**config.mk**
```make
export PLATFORM = sky130hd
export DESIGN_NAME = vec_player
export DESIGN_NICKNAME = d
export VERILOG_FILES = /design/src/rtl/vec_player_pkg.sv /design/src/rtl/vec_player_mem.sv /design/src/rtl/vec_player.sv
export SDC_FILE = /design/constraint.sdc
export NUM_CORES = 1
export LEC_CHECK = 0
export ABC_AREA = 1
export CAP_MARGIN = 25
export CELL_PAD_IN_SITES_DETAIL_PLACEMENT = 1
export CELL_PAD_IN_SITES_GLOBAL_PLACEMENT = 2
export CORE_ASPECT_RATIO = 0.75
export CORE_UTILIZATION = 35
export CTS_BUF_LIST = sky130_fd_sc_hd__clkbuf_16
export DETAILED_ROUTE_END_ITERATION = 12
export PLACE_DENSITY = 0.73
export SLEW_MARGIN = 0
export SYNTH_ARGS = -nofsm -noshare
export SYNTH_HDL_FRONTEND = slang
export SYNTH_SLANG_ARGS = --single-unit
```
**constraint.sdc**
```tcl
create_clock -name clk -period 2.18 [get_ports clk]
set_input_delay 0.327 -clock clk [delete_from_list [all_inputs] [get_ports clk]]
set_output_delay 0.327 -clock clk [all_outputs]
set_load 0.02 [all_outputs]
```
**src/rtl/vec_player_pkg.sv**
```systemverilog
// Shared types for the vector player: packed stimulus vector layout and FSM states.
package vec_player_pkg;

  localparam int VAL_W = 3;
  localparam int VEC_W = 12;

  typedef struct packed {
    logic [VAL_W-1:0] exp;
    logic [VAL_W-1:0] in1;
    logic [VAL_W-1:0] in2;
    logic             a;
    logic             b;
    logic             c;
  } vec_t;

  typedef enum logic [2:0] {
    ST_IDLE,
    ST_DRIVE,
    ST_WAIT,
    ST_CAPTURE,
    ST_DONE
  } state_t;

endpackage

```
**src/rtl/vec_player_mem.sv**
```systemverilog
// Vector and response storage: synchronous writes, combinational reads, no reset.
module vec_player_mem
  import vec_player_pkg::*;
#(
  parameter int DEPTH = 8
) (
  input  logic                     clk,
  input  logic                     vec_we,
  input  logic [$clog2(DEPTH)-1:0] vec_waddr,
  input  vec_t                     vec_wdata,
  input  logic [$clog2(DEPTH)-1:0] vec_raddr,
  output vec_t                     vec_rdata,
  input  logic                     resp_we,
  input  logic [$clog2(DEPTH)-1:0] resp_waddr,
  input  logic [VAL_W-1:0]         resp_wdata,
  input  logic [$clog2(DEPTH)-1:0] resp_raddr,
  output logic [VAL_W-1:0]         resp_rdata
);

  vec_t             vec_mem  [DEPTH];
  logic [VAL_W-1:0] resp_mem [DEPTH];

  always_ff @(posedge clk) begin
    if (vec_we) vec_mem[vec_waddr] <= vec_wdata;
    if (resp_we) resp_mem[resp_waddr] <= resp_wdata;
  end

  assign vec_rdata  = vec_mem[vec_raddr];
  assign resp_rdata = resp_mem[resp_raddr];

endmodule

```
**src/rtl/vec_player.sv**
```systemverilog
// Replays stored vectors onto an exercise DUT, captures out1 after a settle delay
// and counts responses that differ from the stored expectation.
module vec_player
  import vec_player_pkg::*;
#(
  parameter int DEPTH  = 8,
  parameter int SETTLE = 1
) (
  input  logic                       clk,
  input  logic                       rst,
  input  logic                       wr_en,
  input  logic [$clog2(DEPTH)-1:0]   wr_addr,
  input  logic [VEC_W-1:0]           wr_data,
  input  logic                       start,
  input  logic [$clog2(DEPTH+1)-1:0] count,
  output logic [VAL_W-1:0]           in1,
  output logic [VAL_W-1:0]           in2,
  output logic                       a,
  output logic                       b,
  output logic                       c,
  input  logic [VAL_W-1:0]           dut_out,
  output logic                       busy,
  output logic                       done,
  output logic                       pass,
  output logic [$clog2(DEPTH+1)-1:0] err_cnt,
  input  logic [$clog2(DEPTH)-1:0]   rd_addr,
  output logic [VAL_W-1:0]           rd_data
);

  localparam int AW = $clog2(DEPTH);
  localparam int CW = $clog2(DEPTH+1);
  localparam int SW = $clog2(SETTLE+1);

  state_t           state_q, state_d;
  logic [AW-1:0]    idx_q, idx_d;
  logic [CW-1:0]    cnt_q, cnt_d;
  logic [CW-1:0]    err_q, err_d, err_next;
  logic [SW-1:0]    settle_q, settle_d;
  logic [VAL_W-1:0] in1_q, in1_d, in2_q, in2_d;
  logic [2:0]       abc_q, abc_d;
  logic             pass_q, pass_d, busy_q, busy_d, done_q, done_d;

  vec_t cur_vec;
  logic vec_we, resp_we, last_vec;

  assign vec_we   = wr_en && (state_q == ST_IDLE);
  assign resp_we  = (state_q == ST_CAPTURE);
  assign last_vec = (CW'(idx_q) == (cnt_q - CW'(1)));

  vec_player_mem #(.DEPTH(DEPTH)) u_mem (
    .clk        (clk),
    .vec_we     (vec_we),
    .vec_waddr  (wr_addr),
    .vec_wdata  (vec_t'(wr_data)),
    .vec_raddr  (idx_q),
    .vec_rdata  (cur_vec),
    .resp_we    (resp_we),
    .resp_waddr (idx_q),
    .resp_wdata (dut_out),
    .resp_raddr (rd_addr),
    .resp_rdata (rd_data)
  );

  always_comb begin
    state_d  = state_q;
    idx_d    = idx_q;
    cnt_d    = cnt_q;
    err_d    = err_q;
    err_next = err_q;
    settle_d = settle_q;
    in1_d    = in1_q;
    in2_d    = in2_q;
    abc_d    = abc_q;
    pass_d   = pass_q;
    case (state_q)
      ST_IDLE: begin
        if (start) begin
          cnt_d   = (count > CW'(DEPTH)) ? CW'(DEPTH) : count;
          idx_d   = '0;
          err_d   = '0;
          pass_d  = 1'b0;
          state_d = ST_DRIVE;
        end
      end
      // An empty run still spends one busy cycle here before DONE.
      ST_DRIVE: begin
        if (cnt_q == '0) begin
          pass_d  = 1'b1;
          state_d = ST_DONE;
        end else begin
          in1_d    = cur_vec.in1;
          in2_d    = cur_vec.in2;
          abc_d    = {cur_vec.a, cur_vec.b, cur_vec.c};
          settle_d = '0;
          state_d  = ST_WAIT;
        end
      end
      ST_WAIT: begin
        if (settle_q == SW'(SETTLE-1)) state_d = ST_CAPTURE;
        else settle_d = settle_q + 1'b1;
      end
      ST_CAPTURE: begin
        if ((dut_out != cur_vec.exp) && (err_q != CW'(DEPTH))) err_next = err_q + 1'b1;
        err_d = err_next;
        if (last_vec) begin
          pass_d  = (err_next == '0);
          state_d = ST_DONE;
        end else begin
          idx_d   = idx_q + 1'b1;
          state_d = ST_DRIVE;
        end
      end
      ST_DONE: begin
        in1_d   = '0;
        in2_d   = '0;
        abc_d   = '0;
        state_d = ST_IDLE;
      end
      default: state_d = ST_IDLE;
    endcase
    busy_d = (state_d != ST_IDLE);
    done_d = (state_d == ST_DONE);
  end

  always_ff @(posedge clk or posedge rst) begin
    if (rst) begin
      state_q  <= ST_IDLE;
      idx_q    <= '0;
      cnt_q    <= '0;
      err_q    <= '0;
      settle_q <= '0;
      in1_q    <= '0;
      in2_q    <= '0;
      abc_q    <= '0;
      pass_q   <= 1'b0;
      busy_q   <= 1'b0;
      done_q   <= 1'b0;
    end else begin
      state_q  <= state_d;
      idx_q    <= idx_d;
      cnt_q    <= cnt_d;
      err_q    <= err_d;
      settle_q <= settle_d;
      in1_q    <= in1_d;
      in2_q    <= in2_d;
      abc_q    <= abc_d;
      pass_q   <= pass_d;
      busy_q   <= busy_d;
      done_q   <= done_d;
    end
  end

  assign in1       = in1_q;
  assign in2       = in2_q;
  assign {a, b, c} = abc_q;
  assign busy      = busy_q;
  assign done      = done_q;
  assign pass      = pass_q;
  assign err_cnt   = err_q;

endmodule

```
==> impl_metrics.ini, run 1 <==
[outcome]
status = finished, final reports clean

[grt]
grt_max_degree = 28
grt_usage_pct = 18.6
antenna_found_initial = 0
grt_overflow_total = 0
grt_pass1_wl_um = 24200
grt_pass1_vias = 4313

[floorplan]
core_mm2 = 0.0169
io_pins = 48
design.die.area_mm2 = 0.0179
die_w_um = 154
die_y_um = 116
rows = 41
initial_core_util_pct = 35.9

[finish]
final_util_pct = 45.6
multiInputGateArea_mm2 = 0.00155
final_common_cell = edfxtp_1
seq_area_mm2 = 0.00426
n_fill_cell = 1820
area_growth_pct = 27.0
nNetsFinal = 651
diodes = 0
final_cell_mix = 120 x edfxtp_1, 78 x nand2_1, 77 x nor2_1
drive_gt1_share_pct = 14.4

[worst_setup_path]
r2r_cells = 15
r2r-end = pass
critPathKind = register to register
endpoint_kind = register
worstSetupStartpointType = register
r2r_start = idx_q[1]
worstPathArrival_ps = 2470
cp.required_ps = 2530
cp-startpoint = idx_q[1]
critical_path_peak_fanout = 7
rrSetupSlack_ps = 60

[worst_hold_path]
hold_path_class = primary input to asynchronous set/reset pin

[power]
power_density_mw_per_mm2 = 1160
p_seq_share_pct = 39.5
p_switching_mw = 2.82
combPwrFrac_pct = 27.8
p_int_mw = 6.08
total_power_mw = 8.90
power_frac_clock_pct = 32.7
leakage_nw = 2.96
switching_share_pct = 31.7
peakVddDrop_mv = 0.532

[sta]
grt_setup_unrepaired = yes
fmax_mhz = 472
slew_headroom_pct = 67.6
tightest_slew_ps = 485
fin_crit_sh_pct = 97.2
finalHoldViolCount = 0
skew_ps = 5.65
setup_viol = 0
drv_slew = 0
fin_crit_ps = 2120

[yosys]
netlist_top_cells_area = edfxtp_1 59%, dfrtp_1 11%, o21ai_0 4.9%
synth_area_leader_cell = edfxtp_1
syn_area_mm2 = 0.00606
seq_area_frac_synth_pct = 70.2
ys_seq_elements = 146
syn_avg_cell_area_um2 = 11.4
synth_top_area_share_pct = 59.4
syn_inst = 531
syn_nets = 564
ys_types = 33
yosysWarnings = 0

[clock_tree]
cts_buffers = 17
clock_sinks = 146
cts_buffer_depth = 2
post_cts_buffers = 0
cts_tree = built
cts_root_buf = clkbuf_16
h-tree-depth = 4
clk_transition_reported_paths_ps = 60
clkLatencyLatePin_ps = 420

[drt]
drt_pass1_iterations = 4
first_iter_violations = 280
wl_per_cell_um = 18.1
finalWirelength_um = 15300
num_vias = 4216
viasPerCell = 4.98
ant_nets = 0
drc = 0

[placed_design]
portBuffers = 47
routabilityCongestion = 0.825
hpwl_um = 10500

[run]
drv_cap = 0
[area by class of cell]
cell class | instances | area share (%)
Clock inverter | 15 | 2.16
Multi-Input combinational cell | 314 | 20.1
Timing Repair Buffer | 84 | 10.7
Tap cell | 215 | 3.49
Sequential cell | 146 | 55.3
Inverter | 55 | 2.71
Clock buffer | 17 | 5.52
[layer usage]
layer / global-route usage [%] / part of all wire [%] / vias up
li1: - / - / 2012
met1: 25.4 / 49 / 2117
met2: 28.8 / 45 / 73
met3: 5.01 / 4.6 / 14
met4: 6.47 / 1.4 / 0
met5: 0 / 0 / -
[state kept, by name (all words and copies together) (netlist names)]
name / cells
idx_q: 3
abc_q: 3
busy: 1
pass: 1
in2: 3
done: 1
cnt_q: 4
u_mem.resp_mem: 24
err_cnt: 4
in1: 3
state_q: 3
u_mem.vec_mem: 96
[worst max-delay path, stage by stage, from the launching register on]
cell and delay, ps:
dfrtp_2 480, nor2_2 310, nand3_1 110, nand2_1 140, nor2_2 60, nor2_2 90
nor2_2 60, nand3_2 130, nand2_2 80, nand2_1 60, nand2_1 70, nor2_1 160
nand2_1 80, nand2_1 70, nand2_1 60, nand2_1 70
[repair_timing]
action | CTS | global route
gates cloned | 0 | 0
resized for setup | 8 | 12
setup endpoints to repair | 4 | 5
hold endpoints to repair | 0 | 0
hold buffers | 0 | 0
[worst max-delay path by stage]
| stage | to | slack [ps] |
|---|---|---|
| final | pass | 60 |
| after global routing | pass | -130 |
| after CTS | pass | 4 |
| after detailed placement | rd_data[0] | -290 |
| after global placement | rd_data[0] | -200 |
| after floorplan | u_mem.vec_mem[6][0] | 80 |
[power by group through the flow]
| stage | combinational [mW] | sequential [mW] | clock [mW] |
|---|---|---|---|
| 3_5_place_dp | 2.48 | 3.57 | 0 |
| 3_3_place_gp | 2.41 | 3.55 | 0 |
| 6_report | 2.48 | 3.51 | 2.91 |
| 5_1_grt | 2.75 | 3.55 | 3.07 |
| 2_1_floorplan | 1.29 | 3.68 | 0 |
| 4_1_cts | 2.50 | 3.52 | 2.96 |
[cell families (layout without fill, tap and decap cells)]
| kind of cell | after synthesis | count (layout) | share of synthesized area, % |
|---|---|---|---|
| buffers and inverters | 71 | 171 | 4.58 |
| DFF | 146 | 146 | 70.2 |
| adders and majority gates | 4 | 4 | 0.826 |
| AOI/OAI and AO/OA | 98 | 98 | 8.94 |
| xor gates and xnor gates | 6 | 6 | 0.991 |
| and+or+nand+nor | 206 | 206 | 14.5 |
[synth_stat cells, drive strengths merged]
library cell / n
clkbuf: 14
dfrtp: 26
buf: 2
o31ai: 1
nand2: 80
o211ai: 1
ha: 4
nor2: 84
nand4: 3
a22o: 2
nand3: 31
a31oi: 4
xor2: 4
nor3: 5
or2: 3
edfxtp: 120
a21oi: 6
o21ai: 62
inv: 55
o2111ai: 1
o22ai: 20
xnor2: 2
a32o: 1
[through the flow]
| step | setup slack, ps | instances | hold slack [ps] | setup TNS (ps) | cell area [um^2] |
|---|---|---|---|---|---|
| 4_1_cts | 4.32 | 846 | 300 | 0 | 7700 |
| 3_3_place_gp | -197 | 814 | 465 | -560 | 7110 |
| 5_1_grt | -126 | 846 | 341 | -126 | 7700 |
| 3_5_place_dp | -287 | 814 | 508 | -851 | 7110 |
| 6_report | 62.0 | 846 | 292 | 0 | 7700 |
| 2_1_floorplan | 76.2 | 531 | 367 | 0 | 6060 |
No activity file was read; power rests on OpenSTA's default activity.
==> run 2, diff against run 1 <==
CORE_UTILIZATION = 34   (was 35)
PLACE_DENSITY = 0.74   (was 0.73)
SYNTH_HIERARCHICAL = 1   (was unset)
TNS_END_PERCENT = 10   (was unset)
==> run 2 against run 1 <==
Synthesized cell count rose by 37%. Final cell count rose by 27%. Critical endpoint unchanged. Largest power group unchanged. Sequential share of layout area fell by 4.4 points.
==> impl_metrics.ini, run 2 <==
[worst_setup_path]
worstSetupStartpointType = register
critical_path_peak_fanout = 28
path_cells = buf_12, nand2_1, nand3_1, nand2_1, nand2_1, nand2_1, xnor2_2, nand3_4, nand3_1, nand2_1, nor2_1, nand3_1, a21oi_1
crit_slowest_cell = dfrtp_2
critPathKind = register to register
cpMostUsedCell = nand2_1
worstPathArrival_ps = 2370
cp.required_ps = 2520
endpoint_kind = register
r2r_start = idx_q[0]
slowest_delay_ps = 420
crit_family = simple AND/OR/NAND/NOR gates
crit_buf_inv = 1
rrSetupSlack_ps = 150
cp-startpoint = idx_q[0]

[drt]
first_iter_violations = 279
finalWirelength_um = 17300
drt_pass1_iterations = 4
viasPerCell = 4.61
num_vias = 4955
drc = 0
ant_nets = 0
wl_per_cell_um = 16.1

[finish]
final_common_cell = nand2_1
largest_reg_flops = 96
area_growth_pct = 23.4
final_cells = 1074
final_cell_mix = 258 x nand2_1, 149 x inv_1, 120 x edfxtp_1
n_fill_cell = 2216
reg_top3 = u_mem/vec_mem (96), u_mem/resp_mem (24)
nNetsFinal = 843
diodes = 0
largest_register = u_mem/vec_mem
drive_gt1_share_pct = 11.3

[yosys]
synth_most_common_cell = nand2_1
syn_inst = 729
synth_commonest_cells = 258 x nand2_1, 148 x inv_1, 120 x edfxtp_1, 77 x nand3_1, 26 x dfrtp_1
syn_avg_cell_area_um2 = 9.30
ys.flop_type = edfxtp_1
netlist_top_cells_area = edfxtp_1 53%, nand2_1 14%, dfrtp_1 9.6%
synth-edff-count = 120
seq_area_frac_synth_pct = 62.7
syn_nets = 762
ys_types = 35
synth_top_area_share_pct = 53.1
synth_area_leader_cell = edfxtp_1
synthArstFlopShare_pct = 17.8
syn_area_mm2 = 0.00678
yosysWarnings = 6
ys_seq_elements = 146

[clock_tree]
clock_sinks = 146
cts_root_buf = clkbuf_16
cts_tree = built
clk_transition_reported_paths_ps = 60
clkLatencyLatePin_ps = 420
hold_buffers = 0
cts_buffer_depth = 2
h-tree-depth = 4
cts_buffers = 17

[sta]
slew_headroom_pct = 76.0
tightest_slew_ps = 359
postLayoutSetupSlackWorst_ps = 148
skew_ps = 9.40
drv_slew = 0
setup_viol = 0
fin_crit_ps = 2030
fin_crit_sh_pct = 93.2
fmax_mhz = 492
finalHoldViolCount = 0
fin_setup_tns_ps = 0

[run]
drv_cap = 0

[floorplan]
die_w_um = 165
initial_core_util_pct = 34.9
io_pins = 48
core_mm2 = 0.0194
design.die.area_mm2 = 0.0205
die_y_um = 124
rows = 44

[grt]
grt_overflow_total = 0
grt_pass1_vias = 5348
antenna_found_initial = 0
grt_usage_pct = 18.3
grt_pass1_wl_um = 28400
grt_max_degree = 29

[worst_hold_path]
hold_path_class = primary input to asynchronous set/reset pin

[outcome]
status = finished, final reports clean

[placed_design]
hpwl_um = 11900
dp_slack_ps = -71.3
routabilityCongestion = 0.778
dp.cells = 1039
portBuffers = 47

[power]
peakVddDrop_mv = 0.543
total_power_mw = 9.70
power_density_mw_per_mm2 = 1160
leakage_nw = 3.86
[run 2: cell types whose count changed in the layout (fill, tap and decap cells not counted), sizes merged, moves of 19 or more]
cell,change
nand2,+183
inv,+101
nor2,-56
o21ai,-53
nand3,+52
o22ai,-19
[run 2: stage by stage]
step | hold slack [ps] | utilization (%) | instance area [um^2]
final | 270 | 43.1 | 8370
after global routing | 341 | 43.1 | 8370
after CTS | 264 | 42.8 | 8310
after detailed placement | 508 | 39.7 | 7720
after global placement | 515 | 39.7 | 7720
after floorplan | 367 | - | 6780
[run 2: logic make-up (layout without fill, tap and decap cells)]
logic type,after synthesis,in the layout,share of synthesized area (%)
fa+ha+maj,4,4,0.738
xor+xnor,4,4,0.627
simple gates,382,382,24.2
buf+inv,177,269,10.4
compound gates,16,16,1.27
flops,146,146,62.7
[run 2: what timing repair did]
| action | CTS | global route |
|---|---|---|
| setup buffers | 0 | 4 |
| pin swaps | 0 | 2 |
| endpoints found under the hold margin | 0 | 0 |
| gates cloned | 0 | 1 |
| resized for setup | 4 | 6 |
| endpoints found under the setup margin | 4 | 2 |
[run 2: final timing paths]
check,to,cells after the start
max in group asynchronous,idx_q[1],3
hold reg to reg,abc_q[1],2
setup / recovery,pass,13
min in group clk,cnt_q[0],3
hold / removal,state_q[2],3
setup reg to reg,pass,13
[run 2: layout make-up]
type	count	area, um^2	share of cell area [%]
well taps	253	317	3.78
clock buffers	17	425	5.08
multi-input cells	406	1830	21.9
repair buffers	81	759	9.08
repair inverters	1	7.51	0.0897
clock inverters	13	170	2.03
inverters	157	603	7.21
flip-flops and latches	146	4260	50.9
[run 2: power by group]
group / internal (mW) / switching, mW
clock: 1.88 / 1.11
sequential: 3.34 / 0.223
combinational: 1.14 / 2.01
[run 2: tightest hold or removal path, delay by kind of cell]
family                 cells  cell delay [ps]
buffers and inverters      3              760
[run 2: layer usage]
layer	vias to the layer above	track usage, %	part of all wire, %
li1	2431	-	-
met1	2429	25.0	48
met2	75	29.4	46
met3	20	3.93	3.9
met4	0	4.64	1.2
met5	-	0	0
==> run 3, diff against run 2 <==
CORE_MARGIN = 4   (was unset)
==> run 3 against run 2 <==
Highest routed layer unchanged. Count of clock-buffer cells in the layout stayed put. Largest power group unchanged. Combinational power is 2% higher. First-iteration DRC count down 22%. Via count up 0.34%. Register-to-register slack worse by 20 ps. Setup slack worse by 19 ps. Global-route usage fell by 1.6 points. Non-clock buffer count unchanged. Design area increased by 0.93%. Critical path type unchanged. Sequential cell count unchanged. Power grew 0.38%.
==> impl_metrics.ini, run 3 (same netlist as run 2, synthesis figures left out) <==
[outcome]
status = finished, final reports clean

[worst_setup_path]
slowest_delay_ps = 460
r2r_cells = 12
endpoint_kind = register
critical_path_peak_fanout = 7
r2r-end = pass
rrSetupSlack_ps = 130
cp_num_cells = 12
cp.required_ps = 2530
path_cells = clkinvlp_4, nand3_1, nand2_1, nand2_1, nand2_1, xnor2_2, nand3_4, nand3_1, nand2_1, nor2_2, nand3_1, a21oi_1
critPathKind = register to register
cpMostUsedCell = nand2_1
worstSetupStartpointType = register
crit_family = simple AND/OR/NAND/NOR gates
worstPathArrival_ps = 2400
r2r_start = idx_q[1]
crit_slowest_cell = dfrtp_2
crit_buf_inv = 1

[floorplan]
die_w_um = 171
core_mm2 = 0.0195
design.die.area_mm2 = 0.0223
initial_core_util_pct = 34.8
die_y_um = 130
io_pins = 48
rows = 44

[finish]
area_growth_pct = 24.5
drive_gt1_share_pct = 11.8
final_common_cell = nand2_1
largest_register = u_mem/vec_mem
nNetsFinal = 843
largest_reg_flops = 96
final_util_pct = 43.3
final_cell_mix = 258 x nand2_1, 148 x inv_1, 120 x edfxtp_1
reg_top3 = u_mem/vec_mem (96), u_mem/resp_mem (24)
final_cells = 1075
diodes = 0

[placed_design]
hpwl_um = 12000
routabilityCongestion = 0.794
dp_slack_ps = -44.3
portBuffers = 47
dp.cells = 1035

[power]
power_density_mw_per_mm2 = 1150
peakVddDrop_mv = 0.661
leakage_nw = 3.88
total_power_mw = 9.74

[grt]
grt_usage_pct = 16.8
antenna_found_initial = 0
grt_overflow_total = 0
grt_max_degree = 33
grt_pass1_wl_um = 28300
grt_pass1_vias = 5357

[sta]
fin_crit_sh_pct = 94.1
grt_setup_unrepaired = no
tightest_slew_ps = 542
postLayoutSetupSlackWorst_ps = 129
fmax_mhz = 488
slew_headroom_pct = 63.8
drv_slew = 0
finalHoldViolCount = 0
fin_crit_ps = 2050
skew_ps = 12.7
setup_viol = 0

[run]
drv_cap = 0

[clock_tree]
clk_transition_reported_paths_ps = 60
clock_sinks = 146
cts_root_buf = clkbuf_16
h-tree-depth = 4
cts_buffer_depth = 2
clkLatencyLatePin_ps = 430
cts_tree = built
cts_buffers = 17

[drt]
ant_nets = 0
num_vias = 4972
drc = 0
viasPerCell = 4.63
first_iter_violations = 218
finalWirelength_um = 17600
wl_per_cell_um = 16.4
drt_pass1_iterations = 5

[worst_hold_path]
hold_path_class = primary input to asynchronous set/reset pin
==> run 3: cell count changes in the layout (fill, tap and decap cells not counted) <==
| cell | delta |
|---|---|
| inv_8 | +1 |
| inv_1 | -1 |
| clkinv_4 | +2 |
| clkbuf_16 | +2 |
| buf_12 | +3 |
| nor2_1 | -1 |
| nand3_2 | +1 |
| buf_4 | -5 |
| bufinv_16 | -1 |
| clkinv_2 | -1 |
| nand3_1 | -1 |
| nor2_2 | +1 |
| clkinvlp_4 | +1 |
==> run 3: power by group <==
part	leakage [nW]	internal, mW	total [mW]	switching, mW
Clock	0.286	1.79	2.95	1.16
Sequential	1.41	3.33	3.56	0.226
Combinational	2.18	1.19	3.22	2.03
==> run 3: per-stage QoR <==
stage	setup TNS (ps)	instance area [um^2]	hold slack [ps]
after detailed placement	-124	7710	501
after floorplan	0	6780	367
after global routing	0	8450	305
after global placement	-75.3	7710	518
final	0	8450	259
after CTS	0	8300	269
==> run 3: final cells by class <==
class	instances	area, um^2
tap	253	317
sequential	146	4260
clock inverter	14	165
clock buffer	17	425
timing repair inverter	1	7.51
fill	2268	11000
timing repair buffer	81	832
inverter	157	606
multi-input combinational	406	1840
==> run 3: worst min-delay path: cells and delay by family <==
kind,cells,cell delay (ps)
buffers and inverters,3,760
==> run 3: layer usage <==
| layer | part of all wire (%) | wire length, um | vias to the layer above | GRT usage (%) |
|---|---|---|---|---|
| met2 | 49 | 8650 | 67 | 27.8 |
| met4 | 0.75 | 133 | 0 | 3.82 |
| met1 | 47 | 8230 | 2463 | 22.1 |
| met3 | 3.5 | 625 | 9 | 4.72 |
| met5 | 0 | 0 | - | 0 |
| li1 | - | - | 2433 | - |
==> run 3: what timing repair did <==
item,in CTS,in global routing
hold endpoints to repair,0,0
hold buffers,0,0
gates resized for setup,4,9
setup buffers,0,6
gates cloned,0,3
setup endpoints to repair,4,1
pin swaps,0,2
==> run 3: worst max path at each step <==
stage	slack, ps	to	startpoint
CTS	10	pass	idx_q[1]
global placement	-40	rd_data[1]	rd_addr[0]
floorplan	260	pass	idx_q[1]
finish	130	pass	idx_q[1]
global route	20	pass	idx_q[1]
detailed placement	-40	rd_data[2]	rd_addr[0]
